--- src/rtl/wb_burst_master.sv ---
// Wishbone B4 registered-feedback burst master: takes one command at a time,
// streams write data in or read data out, and reports completion status.
module wb_burst_master #(
    parameter int dw = 32,
    parameter int aw = 32
) (
    input  logic              wb_clk_i,
    input  logic              wb_rst_ni,
    input  logic              cmd_valid_i,
    output logic              cmd_ready_o,
    input  logic [aw-1:0]     cmd_adr_i,
    input  logic              cmd_we_i,
    input  logic [3:0]        cmd_len_i,
    input  logic [1:0]        cmd_bte_i,
    input  logic [dw/8-1:0]   cmd_sel_i,
    input  logic [dw-1:0]     wdata_i,
    input  logic              wdata_valid_i,
    output logic              wdata_ready_o,
    output logic [dw-1:0]     rdata_o,
    output logic              rdata_valid_o,
    output logic              done_o,
    output logic [1:0]        status_o,
    output logic [aw-1:0]     wb_adr_o,
    output logic [dw-1:0]     wb_dat_o,
    output logic [dw/8-1:0]   wb_sel_o,
    output logic              wb_we_o,
    output logic              wb_cyc_o,
    output logic              wb_stb_o,
    output logic [2:0]        wb_cti_o,
    output logic [1:0]        wb_bte_o,
    input  logic [dw-1:0]     wb_dat_i,
    input  logic              wb_ack_i,
    input  logic              wb_err_i,
    input  logic              wb_rty_i
);

    localparam int SW = dw / 8;
    localparam logic [aw-1:0] STEP  = aw'(SW);
    localparam logic [aw-1:0] MASK4 = aw'(4 * SW - 1);
    localparam logic [aw-1:0] MASK8 = aw'(8 * SW - 1);
    localparam logic [aw-1:0] MASK16 = aw'(16 * SW - 1);

    typedef enum logic [1:0] {
        IDLE   = 2'd0,
        WDATA  = 2'd1,
        ACTIVE = 2'd2,
        RETRY  = 2'd3
    } state_t;

    // Wrapping bursts keep the address bits above the block fixed; linear
    // bursts use an all-ones mask so the plain increment passes through.
    function automatic logic [aw-1:0] next_adr(input logic [aw-1:0] adr,
                                               input logic [1:0]    bte);
        logic [aw-1:0] inc;
        logic [aw-1:0] mask;
        inc = adr + STEP;
        case (bte)
            2'b01:   mask = MASK4;
            2'b10:   mask = MASK8;
            2'b11:   mask = MASK16;
            default: mask = {aw{1'b1}};
        endcase
        return (adr & ~mask) | (inc & mask);
    endfunction

    function automatic logic [2:0] cti_for(input logic burst, input logic [3:0] rem);
        logic [2:0] cti;
        if (!burst) begin
            cti = 3'b000;
        end else if (rem == 4'd0) begin
            cti = 3'b111;
        end else begin
            cti = 3'b010;
        end
        return cti;
    endfunction

    state_t state_r, state_s;

    logic [aw-1:0]   adr_r, adr_s;
    logic [dw-1:0]   dat_r, dat_s;
    logic [dw/8-1:0] sel_r, sel_s;
    logic            we_r, we_s;
    logic            cyc_r, cyc_s;
    logic            stb_r, stb_s;
    logic [2:0]      cti_r, cti_s;
    logic [1:0]      bte_out_r, bte_out_s;
    logic [1:0]      bte_r, bte_s;
    logic            burst_r, burst_s;
    logic [3:0]      rem_r, rem_s;
    logic [dw-1:0]   rdata_r, rdata_s;
    logic            rdata_valid_r, rdata_valid_s;
    logic            done_r, done_s;
    logic [1:0]      status_r, status_s;

    logic accept_s;
    logic beat_err_s;
    logic beat_rty_s;
    logic beat_ack_s;
    logic last_s;
    logic load_s;

    // Handshake and bus-response decode; err beats rty beats ack, all gated by stb.
    always_comb begin
        accept_s      = cmd_valid_i & cmd_ready_o;
        beat_err_s    = stb_r & wb_err_i;
        beat_rty_s    = stb_r & wb_rty_i & ~wb_err_i;
        beat_ack_s    = stb_r & wb_ack_i & ~wb_err_i & ~wb_rty_i;
        last_s        = (rem_r == 4'd0);
        wdata_ready_o = (state_r == WDATA) ||
                        ((state_r == ACTIVE) && we_r && beat_ack_s && !last_s);
        load_s        = wdata_valid_i & wdata_ready_o;
    end

    assign cmd_ready_o = (state_r == IDLE) && wb_rst_ni;

    // State register.
    always_ff @(posedge wb_clk_i or negedge wb_rst_ni) begin
        if (!wb_rst_ni) begin
            state_r <= IDLE;
        end else begin
            state_r <= state_s;
        end
    end

    // Next-state decode.
    always_comb begin
        state_s = state_r;
        case (state_r)
            IDLE: begin
                if (accept_s) begin
                    state_s = cmd_we_i ? WDATA : ACTIVE;
                end else begin
                    state_s = IDLE;
                end
            end
            WDATA: begin
                if (load_s) begin
                    state_s = ACTIVE;
                end else begin
                    state_s = WDATA;
                end
            end
            ACTIVE: begin
                if (beat_err_s) begin
                    state_s = IDLE;
                end else if (beat_rty_s) begin
                    state_s = RETRY;
                end else if (beat_ack_s) begin
                    if (last_s) begin
                        state_s = IDLE;
                    end else if (we_r && !wdata_valid_i) begin
                        state_s = WDATA;
                    end else begin
                        state_s = ACTIVE;
                    end
                end else begin
                    state_s = ACTIVE;
                end
            end
            RETRY:   state_s = ACTIVE;
            default: state_s = IDLE;
        endcase
    end

    // Next values of every registered output and the burst bookkeeping.
    always_comb begin
        adr_s         = adr_r;
        dat_s         = dat_r;
        sel_s         = sel_r;
        we_s          = we_r;
        cyc_s         = cyc_r;
        stb_s         = stb_r;
        cti_s         = cti_r;
        bte_out_s     = bte_out_r;
        bte_s         = bte_r;
        burst_s       = burst_r;
        rem_s         = rem_r;
        rdata_s       = rdata_r;
        rdata_valid_s = 1'b0;
        done_s        = 1'b0;
        status_s      = status_r;
        case (state_r)
            IDLE: begin
                if (accept_s) begin
                    adr_s     = cmd_adr_i;
                    we_s      = cmd_we_i;
                    sel_s     = cmd_sel_i;
                    bte_s     = cmd_bte_i;
                    burst_s   = (cmd_len_i != 4'd0);
                    rem_s     = cmd_len_i;
                    cyc_s     = 1'b1;
                    stb_s     = ~cmd_we_i;
                    cti_s     = cti_for(cmd_len_i != 4'd0, cmd_len_i);
                    bte_out_s = (cmd_len_i != 4'd0) ? cmd_bte_i : 2'b00;
                end else begin
                    cyc_s = 1'b0;
                    stb_s = 1'b0;
                end
            end
            WDATA: begin
                if (load_s) begin
                    dat_s = wdata_i;
                    stb_s = 1'b1;
                end else begin
                    stb_s = 1'b0;
                end
            end
            ACTIVE: begin
                if (beat_err_s) begin
                    cyc_s    = 1'b0;
                    stb_s    = 1'b0;
                    done_s   = 1'b1;
                    status_s = 2'b01;
                end else if (beat_rty_s) begin
                    cyc_s = 1'b0;
                    stb_s = 1'b0;
                end else if (beat_ack_s) begin
                    if (!we_r) begin
                        rdata_s       = wb_dat_i;
                        rdata_valid_s = 1'b1;
                    end else begin
                        rdata_valid_s = 1'b0;
                    end
                    if (last_s) begin
                        cyc_s    = 1'b0;
                        stb_s    = 1'b0;
                        done_s   = 1'b1;
                        status_s = 2'b00;
                    end else begin
                        adr_s = next_adr(adr_r, bte_r);
                        rem_s = rem_r - 4'd1;
                        cti_s = cti_for(burst_r, rem_r - 4'd1);
                        if (!we_r) begin
                            stb_s = 1'b1;
                        end else if (load_s) begin
                            dat_s = wdata_i;
                            stb_s = 1'b1;
                        end else begin
                            stb_s = 1'b0;
                        end
                    end
                end else begin
                    stb_s = stb_r;
                end
            end
            RETRY: begin
                cyc_s = 1'b1;
                stb_s = 1'b1;
                cti_s = cti_for(burst_r, rem_r);
            end
            default: begin
                cyc_s = 1'b0;
                stb_s = 1'b0;
            end
        endcase
    end

    // Output and bookkeeping registers; reset drops the bus cycle immediately.
    always_ff @(posedge wb_clk_i or negedge wb_rst_ni) begin
        if (!wb_rst_ni) begin
            adr_r         <= {aw{1'b0}};
            dat_r         <= {dw{1'b0}};
            sel_r         <= {(dw/8){1'b0}};
            we_r          <= 1'b0;
            cyc_r         <= 1'b0;
            stb_r         <= 1'b0;
            cti_r         <= 3'b000;
            bte_out_r     <= 2'b00;
            bte_r         <= 2'b00;
            burst_r       <= 1'b0;
            rem_r         <= 4'd0;
            rdata_r       <= {dw{1'b0}};
            rdata_valid_r <= 1'b0;
            done_r        <= 1'b0;
            status_r      <= 2'b00;
        end else begin
            adr_r         <= adr_s;
            dat_r         <= dat_s;
            sel_r         <= sel_s;
            we_r          <= we_s;
            cyc_r         <= cyc_s;
            stb_r         <= stb_s;
            cti_r         <= cti_s;
            bte_out_r     <= bte_out_s;
            bte_r         <= bte_s;
            burst_r       <= burst_s;
            rem_r         <= rem_s;
            rdata_r       <= rdata_s;
            rdata_valid_r <= rdata_valid_s;
            done_r        <= done_s;
            status_r      <= status_s;
        end
    end

    assign wb_adr_o      = adr_r;
    assign wb_dat_o      = dat_r;
    assign wb_sel_o      = sel_r;
    assign wb_we_o       = we_r;
    assign wb_cyc_o      = cyc_r;
    assign wb_stb_o      = stb_r;
    assign wb_cti_o      = cti_r;
    assign wb_bte_o      = bte_out_r;
    assign rdata_o       = rdata_r;
    assign rdata_valid_o = rdata_valid_r;
    assign done_o        = done_r;
    assign status_o      = status_r;

endmodule

--- config.mk ---
export PLATFORM = sky130hd
export DESIGN_NAME = wb_burst_master
export DESIGN_NICKNAME = d
export VERILOG_FILES = /design/src/rtl/wb_burst_master.sv
export SDC_FILE = /design/constraint.sdc
export NUM_CORES = 1
export LEC_CHECK = 0
export CAP_MARGIN = 20
export CORE_MARGIN = 8
export CORE_UTILIZATION = 44
export DETAILED_ROUTE_END_ITERATION = 12
export GPL_ROUTABILITY_DRIVEN = 0
export PLACE_DENSITY_LB_ADDON = 0.3
export SLEW_MARGIN = 30
export SYNTH_ARGS = -nofsm -noshare
export SYNTH_HDL_FRONTEND = slang
export SYNTH_SLANG_ARGS = --single-unit
--- constraint.sdc ---
create_clock -name wb_clk_i -period 2.2 [get_ports wb_clk_i]
set_input_delay 0.44 -clock wb_clk_i [delete_from_list [all_inputs] [get_ports wb_clk_i]]
set_output_delay 0.44 -clock wb_clk_i [all_outputs]
set_load 0.005 [all_outputs]
Yosys cells after proc, flatten, opt, wreduce, memory -nomap -nowiden
Index checks and enable logic that the tools add are counted.
{"block": "op_classes", "addsub": 2, "n_bitwise": 18, "mux": 75, "n_eq_ne": 15, "reduce_logical": 25}
{"cell": "32-bit 2-to-1 mux", "n": 16}
{"cell": "32-bit case mux with 2 select lines", "n": 2}
{"cell": "32-bit case mux with 3 select lines", "n": 1}
{"cell": "32-bit bitwise AND", "n": 2}
{"cell": "3-bit 2-to-1 mux", "n": 11}
{"cell": "32-bit by 3-bit adder with 32-bit output, second input constant", "n": 1}
{"cell": "32-bit NOT", "n": 1}
{"cell": "32-bit bitwise OR", "n": 1}
{"cell": "2-bit 2-to-1 mux", "n": 13}
{"cell": "1-bit 2-to-1 mux", "n": 22}
{"cell": "4-bit 2-to-1 mux", "n": 5}
{"cell": "6-bit AND reduction", "n": 3}
{"cell": "2-bit != test, second input constant", "n": 7}
{"cell": "4-bit logical NOT", "n": 3}
{"cell": "3-bit case mux with 3 select lines", "n": 1}
{"cell": "1-bit bitwise AND", "n": 8}
{"cell": "2-bit equality test, second input constant", "n": 4}
{"cell": "4-bit != test, second input constant", "n": 2}
{"cell": "2-bit case mux with 4 select lines", "n": 1}
{"cell": "4-bit case mux with 2 select lines", "n": 1}
{"cell": "2-bit nonzero test", "n": 4}
{"cell": "1-bit NOT", "n": 6}
{"cell": "1-bit logical AND", "n": 5}
{"cell": "5-bit AND reduction", "n": 1}
{"cell": "12 further kinds", "n": 14}
{"block": "word_totals", "ff_bits": 121, "output_inout_bits": 114, "wordCells": 151}

Depth between registers and ports, before layout
{"block": "logic_depth", "ltp_word": 15, "depth_mapped": 8}

Least setup slack after synthesis
Ideal clock, no wire load.
{"block": "synth_timing", "path_kind": "register to register", "start": "register rem_r[0]", "end": "register dat_r[10], in the netlist wb_dat_o[10]", "synth_period_minus_slack_ns": 1.989, "required_time_ns": 2.075, "stages_incl_launch_ff": 9, "path_slack_ns": 0.211, "setup_time_ns": 0.125, "t_arrival_ns": 1.864, "n_path_buf": 1, "path_cell_list": "dfrtp_1 inv_1 ha_1 nor3b_2 nand2b_2 o22ai_4 nand2_4 buf_6 mux2_4"}
{"block": "synth_via", "elab_chain_cells": 12, "word_cells_on_any_way": 14, "classes_between": "eq/ne (1); mux (7); bitwise (1); reduce/logical (5)"}
{"element": "from (decl)", "line_no": "90", "source": "logic [3:0] rem_r, rem_s;"}
{"element": "from (signal assigned)", "line_no": "288", "source": "rem_r <= rem_s;"}
{"element": "4-bit logical NOT (*)", "line_no": "109", "source": "last_s = (rem_r == 4'd0);"}
{"element": "1-bit logical NOT (*)", "line_no": "111", "source": "((state_r == ACTIVE) && we_r && beat_ack_s && !last_s);"}
{"element": "1-bit logical AND (*)", "line_no": "111"}
{"element": "1-bit logical OR (*)", "line_no": "110", "source": "wdata_ready_o = (state_r == WDATA) ||"}
{"element": "via wdata_ready_o", "line_no": "18", "source": "output logic wdata_ready_o,"}
{"element": "1-bit bitwise AND (*)", "line_no": "112", "source": "load_s = wdata_valid_i & wdata_ready_o;"}
{"element": "32-bit 2-to-1 mux (*)"}
{"element": "32-bit 2-to-1 mux (5 in series)"}
{"element": "32-bit case mux with 2 select lines (*)"}
{"element": "to (signal assigned)", "line_no": "263", "source": "dat_r <= {dw{1'b0}};"}
{"element": "to (signal assigned)", "line_no": "279", "source": "dat_r <= dat_s;"}
{"element": "to (decl)", "line_no": "81", "source": "logic [dw-1:0] dat_r, dat_s;"}
The timed path passes the listed nets; every way through them passes the cells marked *. The select of a mux whose other input is x is not followed.
A chain may end at the register's enable or synchronous reset.

Final worst setup path
{"block": "layout_timing", "start": "register rem_r[1]", "end": "output wdata_ready_o"}
{"block": "layout_via", "elab_chain_cells": 4}
{"element": "4-bit logical NOT", "line_no": "109"}
{"element": "1-bit logical NOT", "line_no": "111"}
{"element": "1-bit logical AND", "line_no": "111"}
{"element": "1-bit logical OR", "line_no": "110"}
{"element": "to (decl)", "line_no": "18"}
No other way between the ends.

==> flow_summary.ini <==
[job]
maxCapViolations = 0

[global_routing]
grt_antenna_before_repair = 0
grt_pass1_wl_mm = 29.7
grt_overflow_total = 0
track_usage = 0.224
grt_pass1_vias = 5690
grt_max_degree = 50

[placed_design]
numPortBuffers = 226
post_dp_cell_area_sq_um = 8470
hpwl_mm = 14.3
place_ws_ns = -0.227

[synthesis]
muxShareOfSynthArea = 0.0893
synth_compound_area_frac = 0.137
synth.avg_cell_area_sq_um = 10.2
syn_area_sq_um = 5770
synth-simple-area-share = 0.208
synth-async-reset-ratio = 1.00
ys.flop_type = dfrtp_1
yosysWarnings = 0
syn_nets = 687
synth_top_family_by_area = simple AND/OR/NAND/NOR gates
synth_cell_types = 64
synth-edff-count = 0
netlist_instances = 568
synth_xor_area_frac = 0.00303
synthAdderAreaFrac = 0.0108
yosysSeqAreaShare = 0.516
synth_seq_cells = 119

[setup_path]
worstPathArrival_ns = 1.63
cp_num_buf_inv = 2
required_ns = 1.76
reg2reg_from = wb_adr_o[2]$_DFFE_PN0P_
slowest_delay_ns = 0.39
path_class = flop to primary output
r2r_setup_slack_ns = 0.17
slowest_stage = dfrtp_1
crit_path_end_kind = primary output
crit_fanout = 3
cp_cell_sequence = inv_1 -> ha_2 -> nor3b_4 -> nand2b_4 -> o22ai_4 -> buf_6
critPathTopFamily = flip-flops
crit_path_start_kind = flop
crit_start = rem_r[1]$_DFFE_PN0P_

[floorplanning]
die_area_sq_um = 17000
initial_core_util = 0.443
io-pin-count = 228
num_rows = 42
core_area_sq_um = 13000
die-width_um = 131
die-height_um = 131

[layout]
syn_to_final_growth_pct = 57.4
diodes = 0
multi_input_area_sq_um = 2610
drive_above_1_share = 0.157
design_area_sq_um = 9090
fillers = 983
fin_nets = 946
final_cell_mix = 223 x clkdlybuf4s50_1, 150 x nand2_1, 118 x dfrtp_1
layout_commonest_cell = clkdlybuf4s50_1
register_area_sq_um = 2980

[clock_tree]
clkTransAtPathRegs_ns = 0.05
clkSinkCount = 119
ctsLongestPathBuffers = 2
clockRootBuffer = clkbuf_16
htree_levels = 4
cts-buffers-inserted = 17
clock_latency_ns = 0.42
cts_tree = yes

[status]
status = finished clean

[min_path]
worstHoldPathType = input pin to async pin

[timing]
worstMarginPinSlew_ns = 0.640
fin_crit_ns = 2.07
slew_violations = 0
fmax_mhz = 482
tns_ns = 0
finalHoldViolations = 0
post-route-period-util = 0.943
whs_ns = 0.389
slew_headroom = 0.573
rsz0062_at_grt = false
finalClockSkew_ns = 0.00871
finalSetupViolCount = 0
fin_ws_ns = 0.126

[pwr]
swShare = 0.330
p_leak_nw = 4.08
combPwrFrac = 0.444
p_int_mw = 8.15
power_density_nw_per_um2 = 1340
seq_power_share = 0.343
pwr-share-clk = 0.214
power_switching_mw = 4.01
ir_worst_vdd_v = 0.000596

[detailed_routing]
drc = 0
routed_wl_mm = 19.1
firstDrtPassIters = 5
wl_per_cell_um = 18.8
vias_per_cell = 5.38
vias = 5468
postRouteAntennaNets = 0
first_iter_violations = 329
## through the flow
step	util	cells	power, mW
3_3_place_gp	0.650	981	9.29
2_1_floorplan	-	568	6.31
5_1_grt	0.697	1016	12.9
3_5_place_dp	0.650	981	9.52
4_1_cts	0.695	1015	12.2
6_report	0.697	1016	12.2
## layout make-up
type	instances	share of cell area
multi-input combinational	408	0.287
sequential	119	0.328
timing repair buffer	270	0.294
clock inverter	6	0.00427
tap	176	0.0242
clock buffer	26	0.0582
inverter	11	0.00454
## worst reg2reg max path, cell delays in order, from the launching register on
cell	delay, ns
dfrtp_1	0.43
ha_1	0.23
nand3_1	0.22
nor3_1	0.37
nand3_1	0.16
a21o_1	0.22
a221o_1	0.28
## worst paths after layout
kind	to	cells after the start
max	wdata_ready_o	6
min in group wb_clk_i	rdata_o[20]$_DFFE_PN0P_	2
min	wb_adr_o[2]$_DFFE_PN0P_	2
max in group asynchronous	async pin	3
max reg2reg	flop	6
min reg2reg	rdata_o[20]$_DFFE_PN0P_	2
## metal layers
metal,GRT usage,share of wire,vias to the layer above
met3,0.0621,0.077,34
met4,0.102,0.023,0
met2,0.392,0.52,241
li1,-,-,2528
met5,0,0,-
met1,0.250,0.38,2665
## power groups by stage
stage	combinational, mW	sequential, mW	clock, mW
2_1_floorplan	2.23	4.08	0
3_3_place_gp	5.21	4.08	0
3_5_place_dp	5.35	4.16	0
4_1_cts	5.43	4.14	2.64
5_1_grt	5.85	4.31	2.74
6_report	5.40	4.17	2.60
## Yosys cell counts, types with 3 or more instances
master	instances	area share
a21o_1	6	0.0078
a21oi_1	17	0.015
a221o_1	6	0.010
a22o_1	4	0.0061
a22oi_1	3	0.0039
a31oi_1	5	0.0054
and2_1	4	0.0043
and3_1	12	0.013
buf_1	6	0.0039
buf_2	8	0.0069
buf_4	3	0.0039
buf_6	4	0.0078
clkbuf_1	9	0.0059
dfrtp_1	119	0.52
ha_1	5	0.011
inv_1	10	0.0065
mux2_2	4	0.0078
mux2_4	30	0.078
nand2_1	150	0.098
nand3_1	24	0.021
nand4_1	5	0.0054
nor2_1	15	0.0098
nor2b_1	3	0.0033
nor3_1	10	0.0087
nor3b_1	4	0.0052
o211ai_1	7	0.0091
o21ai_0	35	0.030
o311ai_0	8	0.012
or3_1	3	0.0033
or4_1	5	0.0065
## cells by family after synthesis
family | after synthesis
buffers and inverters | 41
AO/OA/AOI/OAI | 111
XOR/XNOR | 2
adder cells (fa/ha/maj) | 5
AND/OR/NAND/NOR | 253
other | 1
flip-flops | 119
multiplexers | 36
## repair_timing
action	CTS	global route
hold buffers	1	0
endpoints found under the hold margin	2	0
buffers inserted	1	1
gates resized for setup	7	6
setup endpoints to repair	2	4
pin swaps	0	0
Note: power is estimated with default switching activity, not from simulation.
